$ cat config.mk
export PLATFORM = sky130hd
export DESIGN_NAME = pump_ctrl_flat
export DESIGN_NICKNAME = d
export VERILOG_FILES = /design/src/rtl/pump_pkg.sv /design/src/rtl/pump_ctrl_if.sv /design/src/rtl/pump_ctrl_frame_tick_sync.sv /design/src/rtl/pump_ctrl.sv /design/src/flat_wrapper.sv
export SDC_FILE = /design/constraint.sdc
export NUM_CORES = 1
export LEC_CHECK = 0
export CAP_MARGIN = 20
export CORE_AREA = 2 2 114 200
export CTS_CLUSTER_SIZE = 40
export DETAILED_ROUTE_END_ITERATION = 10
export DIE_AREA = 0 0 116 202
export GPL_ROUTABILITY_DRIVEN = 0
export HOLD_SLACK_MARGIN = 0.12
export SKIP_CTS_REPAIR_TIMING = 1
export SLEW_MARGIN = 5
export SYNTH_ARGS = -nofsm -noshare
export SYNTH_HDL_FRONTEND = slang
export SYNTH_SLANG_ARGS = --single-unit
$ cat constraint.sdc
create_clock -name Clk -period 8.4 [get_ports Clk]
set_clock_uncertainty 0.1 [all_clocks]
set_input_delay 1.26 -clock Clk [delete_from_list [all_inputs] [get_ports Clk]]
set_output_delay 1.26 -clock Clk [all_outputs]
set_load 0.02 [all_outputs]
$ cat src/rtl/pump_pkg.sv
// Shared types and default key codes for the harpoon (pump) block and its neighbours.
package pump_pkg;

  typedef enum logic [1:0] {UP, DOWN, LEFT, RIGHT} dir_t;

  typedef enum logic [1:0] {IDLE, EXTEND, HOLD, RETRACT} pump_state_t;

  localparam logic [7:0] KEY_FIRE_DEF  = 8'd44;
  localparam logic [7:0] KEY_UP_DEF    = 8'd26;
  localparam logic [7:0] KEY_DOWN_DEF  = 8'd22;
  localparam logic [7:0] KEY_RIGHT_DEF = 8'd7;
  localparam logic [7:0] KEY_LEFT_DEF  = 8'd4;

endpackage

$ cat src/rtl/pump_ctrl_if.sv
// Signal bundle between the game logic and the harpoon controller, plus FSM debug taps.
interface pump_ctrl_if;
  import pump_pkg::*;

  // No valid/ready handshake: frame_clk is a free-running strobe sampled
  // through a synchroniser, all other inputs are level signals read every cycle,
  // and inflate_pulse is a one-Clk event with no back-pressure.
  logic        frame_clk;
  logic [7:0]  keycode;
  logic [7:0]  last_key_press;
  logic [9:0]  DrawX;
  logic [9:0]  DrawY;
  logic [9:0]  Ball_X_Loc;
  logic [9:0]  Ball_Y_Loc;
  logic        enemy_hit;
  logic        pump_active;
  logic [9:0]  pump_tip_x;
  logic [9:0]  pump_tip_y;
  logic        inflate_pulse;
  logic        is_pump;
  pump_state_t dbg_state;
  logic [7:0]  dbg_len;

  modport master (
    output frame_clk, keycode, last_key_press, DrawX, DrawY,
           Ball_X_Loc, Ball_Y_Loc, enemy_hit,
    input  pump_active, pump_tip_x, pump_tip_y, inflate_pulse, is_pump,
           dbg_state, dbg_len
  );

  modport slave (
    input  frame_clk, keycode, last_key_press, DrawX, DrawY,
           Ball_X_Loc, Ball_Y_Loc, enemy_hit,
    output pump_active, pump_tip_x, pump_tip_y, inflate_pulse, is_pump,
           dbg_state, dbg_len
  );

endinterface

$ cat src/rtl/pump_ctrl_frame_tick_sync.sv
// Brings the asynchronous frame strobe into the clk domain and emits a one-cycle tick on its rising edge.
module frame_tick_sync (
  input  logic clk,
  input  logic rst_n,
  input  logic strobe,
  output logic tick
);

  logic sync1_q;
  logic sync2_q;
  logic prev_q;

  always_ff @(posedge clk or negedge rst_n) begin
    if (!rst_n) begin
      sync1_q <= 1'b0;
      sync2_q <= 1'b0;
      prev_q  <= 1'b0;
    end else begin
      sync1_q <= strobe;
      sync2_q <= sync1_q;
      prev_q  <= sync2_q;
    end
  end

  assign tick = sync2_q & ~prev_q;

endmodule

$ cat src/rtl/pump_ctrl.sv
// Frame-stepped harpoon: extends from the player, latches on an enemy, emits inflate pulses, retracts.
module pump_ctrl
  import pump_pkg::*;
#(
  parameter int         MAX_LEN     = 16,
  parameter int         STEP        = 2,
  parameter int         OFFSET      = 8,
  parameter int         HALF_W      = 4,
  parameter int         SCREEN_W    = 512,
  parameter int         SCREEN_H    = 480,
  parameter int         HOLD_FRAMES = 30,
  parameter logic [7:0] KEY_FIRE    = KEY_FIRE_DEF,
  parameter logic [7:0] KEY_UP      = KEY_UP_DEF,
  parameter logic [7:0] KEY_DOWN    = KEY_DOWN_DEF,
  parameter logic [7:0] KEY_RIGHT   = KEY_RIGHT_DEF,
  parameter logic [7:0] KEY_LEFT    = KEY_LEFT_DEF
) (
  input  logic        Clk,
  input  logic        Reset_n,
  pump_ctrl_if.slave  bus
);

  localparam int LW = $clog2(MAX_LEN + 1);
  localparam int HW = $clog2(HOLD_FRAMES + 1);

  localparam logic signed [10:0] OFF_S   = 11'(OFFSET);
  localparam logic signed [10:0] HALF_S  = 11'(HALF_W);
  localparam logic signed [10:0] STEP_S  = 11'(STEP);
  localparam logic signed [10:0] MAX_S   = 11'(MAX_LEN);
  localparam logic signed [10:0] XMAX_S  = 11'(SCREEN_W - 1);
  localparam logic signed [10:0] YMAX_S  = 11'(SCREEN_H - 1);
  localparam logic [LW-1:0]      STEP_L  = LW'(STEP);
  localparam logic [LW-1:0]      MAX_L   = LW'(MAX_LEN);
  localparam logic [HW-1:0]      HOLD_END = HW'(HOLD_FRAMES - 1);

  logic tick;

  frame_tick_sync u_tick (
    .clk    (Clk),
    .rst_n  (Reset_n),
    .strobe (bus.frame_clk),
    .tick   (tick)
  );

  pump_state_t   state_q, state_d;
  dir_t          dir_q, dir_d;
  logic [LW-1:0] len_q, len_d;
  logic [HW-1:0] hold_q, hold_d;
  logic          fire_prev_q;
  logic          pulse_q, pulse_d;

  logic fire;
  logic fire_edge;
  assign fire      = (bus.keycode == KEY_FIRE);
  assign fire_edge = fire & ~fire_prev_q;

  logic key_valid;
  dir_t key_dir;
  dir_t cur_dir;

  always_comb begin
    key_valid = 1'b1;
    key_dir   = UP;
    case (bus.last_key_press)
      KEY_UP:    key_dir = UP;
      KEY_DOWN:  key_dir = DOWN;
      KEY_LEFT:  key_dir = LEFT;
      KEY_RIGHT: key_dir = RIGHT;
      default:   key_valid = 1'b0;
    endcase
  end

  // While idle the room is evaluated for the candidate key direction, afterwards for the latched one.
  assign cur_dir = (state_q == IDLE) ? key_dir : dir_q;

  logic signed [10:0] x_s, y_s, dx_s, dy_s, len_s;
  assign x_s   = $signed({1'b0, bus.Ball_X_Loc});
  assign y_s   = $signed({1'b0, bus.Ball_Y_Loc});
  assign dx_s  = $signed({1'b0, bus.DrawX});
  assign dy_s  = $signed({1'b0, bus.DrawY});
  assign len_s = $signed({{(11-LW){1'b0}}, len_q});

  logic signed [10:0] lim;
  logic [LW-1:0]      max_len;

  always_comb begin
    case (cur_dir)
      UP:      lim = y_s - OFF_S;
      DOWN:    lim = YMAX_S - y_s - OFF_S;
      LEFT:    lim = x_s - OFF_S;
      default: lim = XMAX_S - x_s - OFF_S;
    endcase
    if (lim < 11'sd0)
      max_len = '0;
    else if (lim > MAX_S)
      max_len = MAX_L;
    else
      max_len = lim[LW-1:0];
  end

  logic [LW-1:0] len_c;
  logic [LW:0]   len_inc;
  logic [LW-1:0] len_ext;
  logic [LW-1:0] len_dec;
  logic [HW-1:0] hold_inc;

  // len_c is the player-movement clamp, applied on every tick before stepping.
  assign len_c    = (len_q > max_len) ? max_len : len_q;
  assign len_inc  = {1'b0, len_c} + {1'b0, STEP_L};
  assign len_ext  = (len_inc > {1'b0, max_len}) ? max_len : len_inc[LW-1:0];
  assign len_dec  = (len_c > STEP_L) ? (len_c - STEP_L) : '0;
  assign hold_inc = hold_q + 1'b1;

  always_comb begin
    state_d = state_q;
    dir_d   = dir_q;
    len_d   = len_q;
    hold_d  = hold_q;
    pulse_d = 1'b0;
    if (tick) begin
      case (state_q)
        IDLE: begin
          if (fire && key_valid && (lim >= STEP_S)) begin
            dir_d   = key_dir;
            len_d   = STEP_L;
            state_d = EXTEND;
          end
        end
        EXTEND: begin
          if (bus.enemy_hit) begin
            len_d   = len_c;
            hold_d  = '0;
            state_d = HOLD;
          end else if (!fire) begin
            len_d   = len_c;
            state_d = RETRACT;
          end else begin
            len_d = len_ext;
            if (len_ext == max_len)
              state_d = RETRACT;
          end
        end
        HOLD: begin
          len_d = len_c;
          if (!bus.enemy_hit) begin
            state_d = RETRACT;
          end else if (fire_edge) begin
            pulse_d = 1'b1;
            hold_d  = '0;
          end else begin
            hold_d = hold_inc;
            if (hold_inc == HOLD_END)
              state_d = RETRACT;
          end
        end
        default: begin
          len_d = len_dec;
          if (len_dec == '0)
            state_d = IDLE;
        end
      endcase
    end
  end

  always_ff @(posedge Clk or negedge Reset_n) begin
    if (!Reset_n) begin
      state_q     <= IDLE;
      dir_q       <= UP;
      len_q       <= '0;
      hold_q      <= '0;
      fire_prev_q <= 1'b0;
      pulse_q     <= 1'b0;
    end else begin
      state_q <= state_d;
      dir_q   <= dir_d;
      len_q   <= len_d;
      hold_q  <= hold_d;
      pulse_q <= pulse_d;
      if (tick)
        fire_prev_q <= fire;
    end
  end

  logic in_along;
  logic in_across;

  always_comb begin
    case (dir_q)
      UP: begin
        in_along  = (dy_s >= y_s - OFF_S - len_s) && (dy_s <= y_s - OFF_S - 11'sd1);
        in_across = (dx_s >= x_s - HALF_S) && (dx_s <= x_s + HALF_S);
      end
      DOWN: begin
        in_along  = (dy_s >= y_s + OFF_S + 11'sd1) && (dy_s <= y_s + OFF_S + len_s);
        in_across = (dx_s >= x_s - HALF_S) && (dx_s <= x_s + HALF_S);
      end
      LEFT: begin
        in_along  = (dx_s >= x_s - OFF_S - len_s) && (dx_s <= x_s - OFF_S - 11'sd1);
        in_across = (dy_s >= y_s - HALF_S) && (dy_s <= y_s + HALF_S);
      end
      default: begin
        in_along  = (dx_s >= x_s + OFF_S + 11'sd1) && (dx_s <= x_s + OFF_S + len_s);
        in_across = (dy_s >= y_s - HALF_S) && (dy_s <= y_s + HALF_S);
      end
    endcase
  end

  logic [9:0] reach;
  assign reach = 10'(OFFSET) + 10'(len_q);

  always_comb begin
    bus.pump_tip_x = bus.Ball_X_Loc;
    bus.pump_tip_y = bus.Ball_Y_Loc;
    if (len_q != '0) begin
      case (dir_q)
        UP:      bus.pump_tip_y = bus.Ball_Y_Loc - reach;
        DOWN:    bus.pump_tip_y = bus.Ball_Y_Loc + reach;
        LEFT:    bus.pump_tip_x = bus.Ball_X_Loc - reach;
        default: bus.pump_tip_x = bus.Ball_X_Loc + reach;
      endcase
    end
  end

  assign bus.is_pump       = (state_q != IDLE) && (len_q != '0) && in_along && in_across;
  assign bus.pump_active   = (state_q != IDLE);
  assign bus.inflate_pulse = pulse_q;
  assign bus.dbg_state     = state_q;
  assign bus.dbg_len       = 8'(len_q);

endmodule
$ cat src/flat_wrapper.sv
// flat-port wrapper written by rule: the top's interface ports become plain ports
module pump_ctrl_flat import pump_pkg::*;
#(
  parameter int         MAX_LEN     = 16,
  parameter int         STEP        = 2,
  parameter int         OFFSET      = 8,
  parameter int         HALF_W      = 4,
  parameter int         SCREEN_W    = 512,
  parameter int         SCREEN_H    = 480,
  parameter int         HOLD_FRAMES = 30,
  parameter logic [7:0] KEY_FIRE    = KEY_FIRE_DEF,
  parameter logic [7:0] KEY_UP      = KEY_UP_DEF,
  parameter logic [7:0] KEY_DOWN    = KEY_DOWN_DEF,
  parameter logic [7:0] KEY_RIGHT   = KEY_RIGHT_DEF,
  parameter logic [7:0] KEY_LEFT    = KEY_LEFT_DEF
)
  (Clk, Reset_n, bus_frame_clk, bus_keycode, bus_last_key_press, bus_DrawX, bus_DrawY, bus_Ball_X_Loc, bus_Ball_Y_Loc, bus_enemy_hit, bus_pump_active, bus_pump_tip_x, bus_pump_tip_y, bus_inflate_pulse, bus_is_pump, bus_dbg_state, bus_dbg_len);
  pump_ctrl_if bus_i ();
  input  logic Clk;
  input  logic Reset_n;
  input wire logic [$bits(bus_i.frame_clk)-1:0] bus_frame_clk;
  input wire logic [$bits(bus_i.keycode)-1:0] bus_keycode;
  input wire logic [$bits(bus_i.last_key_press)-1:0] bus_last_key_press;
  input wire logic [$bits(bus_i.DrawX)-1:0] bus_DrawX;
  input wire logic [$bits(bus_i.DrawY)-1:0] bus_DrawY;
  input wire logic [$bits(bus_i.Ball_X_Loc)-1:0] bus_Ball_X_Loc;
  input wire logic [$bits(bus_i.Ball_Y_Loc)-1:0] bus_Ball_Y_Loc;
  input wire logic [$bits(bus_i.enemy_hit)-1:0] bus_enemy_hit;
  output wire logic [$bits(bus_i.pump_active)-1:0] bus_pump_active;
  output wire logic [$bits(bus_i.pump_tip_x)-1:0] bus_pump_tip_x;
  output wire logic [$bits(bus_i.pump_tip_y)-1:0] bus_pump_tip_y;
  output wire logic [$bits(bus_i.inflate_pulse)-1:0] bus_inflate_pulse;
  output wire logic [$bits(bus_i.is_pump)-1:0] bus_is_pump;
  output wire logic [$bits(bus_i.dbg_state)-1:0] bus_dbg_state;
  output wire logic [$bits(bus_i.dbg_len)-1:0] bus_dbg_len;
  assign bus_i.frame_clk = bus_frame_clk;
  assign bus_i.keycode = bus_keycode;
  assign bus_i.last_key_press = bus_last_key_press;
  assign bus_i.DrawX = bus_DrawX;
  assign bus_i.DrawY = bus_DrawY;
  assign bus_i.Ball_X_Loc = bus_Ball_X_Loc;
  assign bus_i.Ball_Y_Loc = bus_Ball_Y_Loc;
  assign bus_i.enemy_hit = bus_enemy_hit;
  assign bus_pump_active = bus_i.pump_active;
  assign bus_pump_tip_x = bus_i.pump_tip_x;
  assign bus_pump_tip_y = bus_i.pump_tip_y;
  assign bus_inflate_pulse = bus_i.inflate_pulse;
  assign bus_is_pump = bus_i.is_pump;
  assign bus_dbg_state = bus_i.dbg_state;
  assign bus_dbg_len = bus_i.dbg_len;
  pump_ctrl #(.MAX_LEN(MAX_LEN), .STEP(STEP), .OFFSET(OFFSET), .HALF_W(HALF_W), .SCREEN_W(SCREEN_W), .SCREEN_H(SCREEN_H), .HOLD_FRAMES(HOLD_FRAMES), .KEY_FIRE(KEY_FIRE), .KEY_UP(KEY_UP), .KEY_DOWN(KEY_DOWN), .KEY_RIGHT(KEY_RIGHT), .KEY_LEFT(KEY_LEFT)) u_core (.Clk(Clk), .Reset_n(Reset_n), .bus(bus_i));
endmodule
Word-level counts from Yosys, hierarchy flattened
Cells that the tools add are included.

Flip-flop bits (word level): 19. Input bits: 60. Logic and storage cells: 139. Output and inout bits: 33.

$add $sub $neg: 28. Equality and inequality tests: 19. Bitwise logic cells: 4. Mux-type cells: 36. Reductions and logical operators: 25. $lt $le $gt $ge: 18.

Operators by type and width (count): >= comparator 11 bit (6); less-or-equal comparator 11 bit (6); two-way mux 5 bit (11); case mux 10 bit (2 select lines) (2); case mux 11 bit (3 select lines) (1); adder 10 x 3 -> 11 bit (second input constant) (2); adder 10 x 4 -> 11 bit (second input constant) (2); adder 11 x 2 -> 11 bit (second input constant) (2); adder 11 x 6 -> 11 bit (2); subtractor 10 x 3 -> 11 bit (second input constant) (2); subtractor 10 x 4 -> 11 bit (second input constant) (2); subtractor 11 x 2 -> 11 bit (second input constant) (2); subtractor 11 x 5 -> 11 bit (second input constant) (2); subtractor 11 x 6 -> 11 bit (2); subtractor 9 x 10 -> 11 bit (first input constant) (2); adder 10 bit (2); two-way mux 10 bit (2); subtractor 10 bit (2); two-way mux 2 bit (9); equality test 8 x 3 -> 1 bit (second input constant) (2); equality test 8 x 5 -> 1 bit (second input constant) (2); case mux 5 bit (3 select lines) (1); case mux 2 bit (3 select lines) (2); >= comparator 11 x 3 -> 1 bit (second input constant) (1); 35 further kinds (61).

Logic depth before layout (Yosys ltp)
Gate-level depths: netlist of run 1.

Word-level depth: 18. Depth in mapped cells: 31. Gate-level depth less buffers: 29.

Modules after synthesis
From an unflattened synthesis of run 1, not the netlist that was laid out.

Cells, all modules: 1185. Area, all modules: 8988.6 um^2.

Modules (own cells, without submodules): pump_ctrl (cells an instance 1181, instances 1, sequential area each 400.4 um^2, area an instance 8899.8 um^2); frame_tick_sync (cells an instance 4, instances 1, sequential area each 75.1 um^2, area an instance 88.8 um^2).

Worst setup path before layout of run 1
OpenSTA, ideal clock, no wires.

Path kind: input-to-reg. Start: input port bus_Ball_X_Loc[3]. End: register u_core.len_q[4]. Arrival: 7.279 ns. Data required time: 8.181 ns. Stages: 28. Library setup time: 0.119 ns. Path slack: 0.902 ns. Path buffers: 3. Cell sequence: clkbuf_1 > clkbuf_1 > inv_1 > ha_1 > nor2_1 > nand3_1 > a2111oi_4 > a32oi_2 > a211oi_4 > nand2_1 > ha_1 > nor2b_1 > o21a_1 > o21a_1 > o21a_1 > o22ai_1 > ha_1 > buf_1 > xnor2_1 > ha_1 > o21ai_0 > a21oi_1 > o22a_1 > a31oi_4 > mux2_2 > nor2_1 > o221ai_1 > o21a_1.

Longest elaborated chain between the ends: 14. Elaborated cells on any way between the ends: 23. Those cells by class: 5 x add/sub; 6 x order compare; 1 x eq/ne; 9 x mux; 2 x reduce/logical.

Ends and longest elaborated chain: start, declared (RTL line flat_wrapper.sv:26) `input wire logic [$bits(bus_i.Ball_X_Loc)-1:0] bus_Ball_X_Loc;`; subtractor 9 x 10 -> 11 bit (RTL line pump_ctrl.sv:91) `default: lim = XMAX_S - x_s - OFF_S;`; subtractor 11 x 5 -> 11 bit (RTL line pump_ctrl.sv:91); case mux 11 bit (3 select lines) (*) (RTL line pump_ctrl.sv:87) `case (cur_dir)`; > comparator 11 x 6 -> 1 bit (RTL line pump_ctrl.sv:95) `else if (lim > MAX_S)`; two-way mux 5 bit (RTL line pump_ctrl.sv:95); two-way mux 5 bit (RTL line pump_ctrl.sv:93) `if (lim < 11'sd0)`; > comparator 5 bit (RTL line pump_ctrl.sv:108) `assign len_c = (len_q > max_len) ? max_len : len_q;`; two-way mux 5 bit (RTL line pump_ctrl.sv:108); adder 5 x 2 -> 6 bit (RTL line pump_ctrl.sv:109) `assign len_inc = {1'b0, len_c} + {1'b0, STEP_L};`; > comparator 6 x 5 -> 1 bit (RTL line pump_ctrl.sv:110) `assign len_ext = (len_inc > {1'b0, max_len}) ? max_len : len_inc[LW-1:0];`; two-way mux 5 bit (RTL line pump_ctrl.sv:110); two-way mux 5 bit (RTL line pump_ctrl.sv:134) `end else if (!fire) begin`; two-way mux 5 bit (RTL line pump_ctrl.sv:130) `if (bus.enemy_hit) begin`; case mux 5 bit (3 select lines) (RTL line pump_ctrl.sv:121) `case (state_q)`; end signal, assigned (RTL line pump_ctrl.sv:176) `len_q <= len_d;`; end, declared (RTL line pump_ctrl.sv:47) `logic [LW-1:0] len_q, len_d;`.

Every way passes the cells marked *; elsewhere a longest branch is shown, timed or not. A chain may end at the register's enable or synchronous reset.

Final worst setup path of run 1
Start: input port bus_Ball_Y_Loc[3]. End: register u_core.len_q[4].

Longest elaborated chain between the ends: 14. Elaborated cells on any way between the ends: 23. Those cells by class: 5 x add/sub; 6 x order compare; 1 x eq/ne; 9 x mux; 2 x reduce/logical.

Ends and longest elaborated chain: start, declared (RTL line flat_wrapper.sv:27) `input wire logic [$bits(bus_i.Ball_Y_Loc)-1:0] bus_Ball_Y_Loc;`; subtractor 9 x 10 -> 11 bit (RTL line pump_ctrl.sv:89) `DOWN: lim = YMAX_S - y_s - OFF_S;`; subtractor 11 x 5 -> 11 bit (RTL line pump_ctrl.sv:89); case mux 11 bit (3 select lines) (*) (RTL line pump_ctrl.sv:87); > comparator 11 x 6 -> 1 bit (RTL line pump_ctrl.sv:95); two-way mux 5 bit (RTL line pump_ctrl.sv:95); two-way mux 5 bit (RTL line pump_ctrl.sv:93); > comparator 5 bit (RTL line pump_ctrl.sv:108); two-way mux 5 bit (RTL line pump_ctrl.sv:108); adder 5 x 2 -> 6 bit (RTL line pump_ctrl.sv:109); > comparator 6 x 5 -> 1 bit (RTL line pump_ctrl.sv:110); two-way mux 5 bit (RTL line pump_ctrl.sv:110); two-way mux 5 bit (RTL line pump_ctrl.sv:134); two-way mux 5 bit (RTL line pump_ctrl.sv:130); case mux 5 bit (3 select lines) (RTL line pump_ctrl.sv:121).

Marked as above.

==> results.sh, run 1 <==
export IMPL_firstDrtPassIters=5
export IMPL_synth_cell_types=79
export IMPL_grt_pass1_vias=9434
export IMPL_dpl_hpwl_um=25900
export IMPL_r2r_slack_ns=1.61
export IMPL_cp_arrival_ns=7.86
export IMPL_total_power_mw=2.60
export IMPL_ys_ff_latch=19
export IMPL_start_util_pct=41.5
export IMPL_postRouteWirelength_um=31300
export IMPL_drt_initial_drc_count=585
export IMPL_slowest_stage="clkdlybuf4s50_1"
export IMPL_max_slew_margin_rel_pct=35.2
export IMPL_cts_inserted_buffers=3
export IMPL_p_per_area_nw_per_um2=247
export IMPL_numPortBuffers=89
export IMPL_clk_pin_slew_ns=0.06
export IMPL_htreeDepth=1
export IMPL_crit_fanout=12
export IMPL_cts_root_buf="clkbuf_16"
export IMPL_cts_tree="built"
export IMPL_syn_inst=1213
export IMPL_ys_flop_type="dfrtp_1"
export IMPL_hp_class="reg2reg"
export IMPL_fp_coreArea_um2=21800
export IMPL_p_leak_nw=4.57
export IMPL_ys_seq_area_share_pct=5.25
export IMPL_cts_path_max_buffers=2
export IMPL_synth_area_leaders="ha_1, xnor2_1, dfrtp_1"
export IMPL_ys_warnings_count=0
export IMPL_syn_to_final_growth_pct=16.0
export IMPL_layout_common_cells="ha_1, nor2_1, nand2_1, clkdlybuf4s50_1, xnor2_1"
export IMPL_timing_hold_ws_ns=0.255
export IMPL_final_common_cell="ha_1"
export IMPL_dpl_cell_area_um2=10400
export IMPL_die_x_um=116
export IMPL_antenna_cells=0
export IMPL_fin_setup_tns_ns=0
export IMPL_grt_overflow=0
export IMPL_utilization_pct=48.1
export IMPL_end_kind="register"
export IMPL_grt_setup_unrepaired="false"
export IMPL_viasPerCell=5.86
export IMPL_clk_latency_ns=0.25
export IMPL_drc_errors=0
export IMPL_grt_usage_pct=26.8
export IMPL_wl_per_cell_um=19.6
export IMPL_synth_top_cell_area_share_pct=27.1
export IMPL_tightestPinTransition_ns=0.969
export IMPL_synth_cell_area_um2=9050
export IMPL_final_hold_violation_count=0
export IMPL_max_freq_ghz=0.128
export IMPL_setup_ws_ns=0.588
export IMPL_postRouteAntennaNets=0
export IMPL_grt_pass1_wl_um=49700
export IMPL_avgSynthCellArea_um2=7.46
export IMPL_clock_sinks=19
export IMPL_die_y_um=202
export IMPL_async_flop_share_pct=100
export IMPL_antenna_found_initial=0
export IMPL_nets=1559
export IMPL_synth_area_leader_cell="ha_1"
export IMPL_cp_start_kind="input port"
export IMPL_worstSetupPathType="in2reg"
export IMPL_setup_viol=0
export IMPL_slowest_delay_ns=0.79
export IMPL_period_needed_ns=7.81
export IMPL_fin_cells=1592
export IMPL_io_pins=93
export IMPL_fin_crit_sh_pct=93.0
export IMPL_drv_slew=0
export IMPL_rows=72
export IMPL_run_status="complete, no violations"
export IMPL_synth_edf_count=0
export IMPL_grt_max_degree=31
export IMPL_placedCellCount=1588
export IMPL_dpl_worst_slack_ns=0.433
export IMPL_maxCapViolCount=0
export IMPL_fin_area_um2=10500
export IMPL_die_area_um2=23400
export IMPL_vias=9325
export IMPL_drive_gt1_share_pct=5.86
export IMPL_vdd_drop_max_uv=166
export IMPL_required_ns=8.45
[cells by family (layout without fill, tap and decap cells)]
group | after synthesis | in the layout | synth area share, %
xor+xnor | 136 | 136 | 13.2
simple gates | 372 | 372 | 20.5
buf+inv | 124 | 205 | 5.42
mux | 15 | 15 | 1.80
other cells | 1 | 3 | 0.0414
flops | 19 | 19 | 5.25
compound gates | 344 | 344 | 25.4
fa+ha+maj | 202 | 202 | 28.4
[path summary, 6_finish.rpt]
kind	cells past startpoint	endpoint	startpoint
min reg2reg	0	u_core.u_tick.sync2_q	u_core.u_tick.sync1_q
max reg2reg	29	u_core.len_q[4]	u_core.bus.dbg_state[0]
max in group asynchronous	1	u_core.hold_q[1]	Reset_n
max	29	u_core.len_q[4]	bus_Ball_Y_Loc[3]
min	0	u_core.u_tick.sync2_q	u_core.u_tick.sync1_q
min in group asynchronous	1	u_core.u_tick.sync2_q	Reset_n
[final cells by class]
class / instances / area [µm²]
fillers: 2257 / 11300
multi-input cells: 1072 / 8100
repair buffers: 131 / 1210
flip-flops and latches: 19 / 475
well taps: 296 / 370
inverters: 70 / 265
clock buffers: 3 / 75.1
clock inverters: 1 / 5.00
[sequential cells by signal, indices dropped and copies added (netlist names)]
register,count
u_core.bus.dbg_state,2
u_core.bus.inflate_pulse,1
u_core.dir_q,2
u_core.fire_prev_q,1
u_core.hold_q,5
u_core.len_q,5
u_core.u_tick.prev_q,1
u_core.u_tick.sync1_q,1
u_core.u_tick.sync2_q,1
[critical path, delay by kind of cell]
kind	cells	cell delay [ns]
AO/OA/AOI/OAI	14	2.75
buffers and inverters	6	1.76
AND/OR/NAND/NOR	6	1.08
adder cells (fa/ha/maj)	2	0.59
multiplexers	1	0.38
[metal layers]
layer	global-route usage (%)	up-vias	routed length, µm
met3	2.37	108	1060
met4	14.0	0	2010
met1	28.8	4415	11800
met2	50.5	272	16400
li1	-	4530	-
met5	0	-	0
[power by group]
part	total, mW	switching, mW	internal (mW)
registers	0.180	0.0694	0.110
clock network	0.101	0.0369	0.0639
logic	2.32	1.34	0.978
total	2.60	1.44	1.15
[synthesized netlist by cell type, drive strengths merged (7+ instances only)]
cell / n
o21a: 43
nand2b: 19
or3: 7
o21bai: 11
nand2: 90
xnor2: 84
and2: 7
xor2: 52
clkbuf: 37
a21oi: 75
mux2: 7
a31oi: 15
mux2i: 8
inv: 70
o21ai: 83
ha: 196
o211ai: 9
and3: 9
a21o: 38
nand3: 32
nor2: 94
nor2b: 23
a211oi: 10
nor4: 7
nor3: 29
or2: 9
nand4: 24
dfrtp: 19
buf: 17
Power figures use the tool's default switching activity.
==> run 2: changes to the inputs <==
--- a/config.mk
+++ b/config.mk
@@ -5,6 +5,7 @@
 export SDC_FILE = /design/constraint.sdc
 export NUM_CORES = 1
 export LEC_CHECK = 0
+export ABC_CLOCK_PERIOD_IN_PS = 7900
 export CAP_MARGIN = 20
 export CORE_AREA = 2 2 114 200
 export CTS_CLUSTER_SIZE = 40
==> constraint.sdc (replaced) <==
create_clock -name Clk -period 7.9 [get_ports Clk]
set_clock_uncertainty 0.1 [all_clocks]
set_input_delay 1.185 -clock Clk [delete_from_list [all_inputs] [get_ports Clk]]
set_output_delay 1.185 -clock Clk [all_outputs]
set_load 0.02 [all_outputs]
==> results.sh, run 2 (synthesis results as in run 1) <==
export IMPL_run_status="complete, no violations"
export IMPL_r2r_cells=24
export IMPL_nets=1575
export IMPL_cts_path_max_buffers=2
export IMPL_drc_errors=0
export IMPL_numPortBuffers=89
export IMPL_grt_pass1_wl_um=49500
export IMPL_rows=72
export IMPL_cp_top_family="compound AO/OA/AOI/OAI gates"
export IMPL_layout_common_cells="ha_1, nor2_1, nand2_1, clkdlybuf4s50_1, xnor2_1"
export IMPL_start_util_pct=41.5
export IMPL_period_needed_ns=7.38
export IMPL_setup_viol=0
export IMPL_syn_to_final_growth_pct=17.3
export IMPL_antenna_cells=0
export IMPL_reg_top3="u_core.hold_q (5), u_core.len_q (5)"
export IMPL_postRouteAntennaNets=0
export IMPL_io_pins=93
export IMPL_drive_gt1_share_pct=6.94
export IMPL_min_delay_start="u_core.u_tick.sync1_q"
export IMPL_postRouteWirelength_um=31700
export IMPL_r2r_slack_ns=1.52
export IMPL_r2r_start="u_core.bus.dbg_state[0]"
export IMPL_fp_coreArea_um2=21800
export IMPL_clk_pin_slew_ns=0.06
export IMPL_hp_class="reg2reg"
export IMPL_tightestPinTransition_ns=0.895
export IMPL_holdPathEnd="u_core.u_tick.sync2_q"
export IMPL_fin_setup_tns_ns=0
export IMPL_cts_root_buf="clkbuf_16"
export IMPL_cp_num_buf_inv=2
export IMPL_crit_fanout=10
export IMPL_vdd_drop_max_uv=153
export IMPL_vias=9319
export IMPL_die_area_um2=23400
export IMPL_viasPerCell=5.80
export IMPL_final_hold_violation_count=0
export IMPL_utilization_pct=48.7
export IMPL_slowest_delay_ns=0.59
export IMPL_setup_ws_ns=0.520
export IMPL_grt_max_degree=31
export IMPL_drv_slew=0
export IMPL_drt_initial_drc_count=568
export IMPL_p_leak_nw=4.64
export IMPL_cp_start_kind="input port"
export IMPL_r2r_end="u_core.len_q[4]"
export IMPL_grt_pass1_vias=9571
export IMPL_seqCellArea_um2=475
export IMPL_final_common_cell="ha_1"
export IMPL_max_slew_margin_rel_pct=40.2
export IMPL_cts_inserted_buffers=3
export IMPL_grt_overflow=0
export IMPL_grt_setup_unrepaired="false"
export IMPL_multi_input_area_um2=8100
export IMPL_cp_arrival_ns=7.42
export IMPL_clk_latency_ns=0.26
export IMPL_slowest_stage="clkdlybuf4s50_1"
export IMPL_wl_per_cell_um=19.7
export IMPL_grt_usage_pct=26.9
export IMPL_clock_sinks=19
export IMPL_hold_depth=0
export IMPL_dpl_worst_slack_ns=0.247
export IMPL_antenna_found_initial=0
export IMPL_max_freq_ghz=0.136
export IMPL_fill_cells=2237
export IMPL_worstSetupPathType="in2reg"
export IMPL_die_x_um=116
export IMPL_path_common_cell="o21a_1"
export IMPL_maxCapViolCount=0
export IMPL_required_ns=7.94
export IMPL_firstDrtPassIters=5
export IMPL_die_y_um=202
export IMPL_dpl_hpwl_um=26500
export IMPL_htreeDepth=1
export IMPL_p_per_area_nw_per_um2=262
export IMPL_fin_crit_sh_pct=93.4
export IMPL_end_kind="register"
export IMPL_cts_tree="built"
==> run 2: cell types whose count changed in the layout (fill, tap and decap cells not counted) <==
cell      previous run  this run
buf_4               42        58
clkbuf_1             0         1
clkinv_2             1         0
==> run 2: per-stage QoR <==
| step | hold WS (ns) | power [mW] | instance area (µm²) | cells |
|---|---|---|---|---|
| finish | 0.253 | 2.78 | 10600 | 1608 |
| global route | 0.256 | 3.05 | 10600 | 1608 |
| CTS | 0.256 | 2.77 | 10600 | 1608 |
| detailed placement | 0.242 | 2.65 | 10500 | 1604 |
| global placement | 0.235 | 2.62 | 10500 | 1604 |
| floorplan | 0.231 | 1.84 | 9060 | 1215 |
==> run 2: how the worst max path moves through the flow <==
stage,depth (start not counted),slack [ns],from,endpoint
finish,26,0.52,bus_Ball_Y_Loc[3],u_core.len_q[4]
global route,26,0.004,bus_Ball_Y_Loc[3],u_core.len_q[4]
CTS,26,0.50,bus_Ball_Y_Loc[3],u_core.len_q[4]
detailed placement,26,0.25,bus_Ball_Y_Loc[3],u_core.len_q[4]
global placement,28,0.34,bus_Ball_Y_Loc[3],u_core.len_q[4]
floorplan,28,0.48,bus_Ball_X_Loc[3],u_core.len_q[4]
==> run 2: final cells by class <==
class                   count  area share, %
clock buffers               4          0.743
inverters                  70           2.50
multi-input cells        1072           76.3
flip-flops and latches     19           4.48
well taps                 296           3.49
repair buffers            147           12.5
==> run 2: layer usage <==
layer | global-route usage (%) | share of wire, % | vias to the layer above
met5 | 0 | 0 | -
met4 | 16.9 | 7.6 | 0
met3 | 2.67 | 3.2 | 119
met2 | 50.6 | 52 | 276
met1 | 27.4 | 37 | 4365
li1 | - | - | 4559
==> run 2: where the power goes <==
part           switching, mW  internal (mW)  leakage, nW  total [mW]
logic                   1.45           1.06         4.37        2.51
registers             0.0444          0.118        0.239       0.162
clock network         0.0383         0.0688       0.0382       0.107
total                   1.53           1.25         4.64        2.78
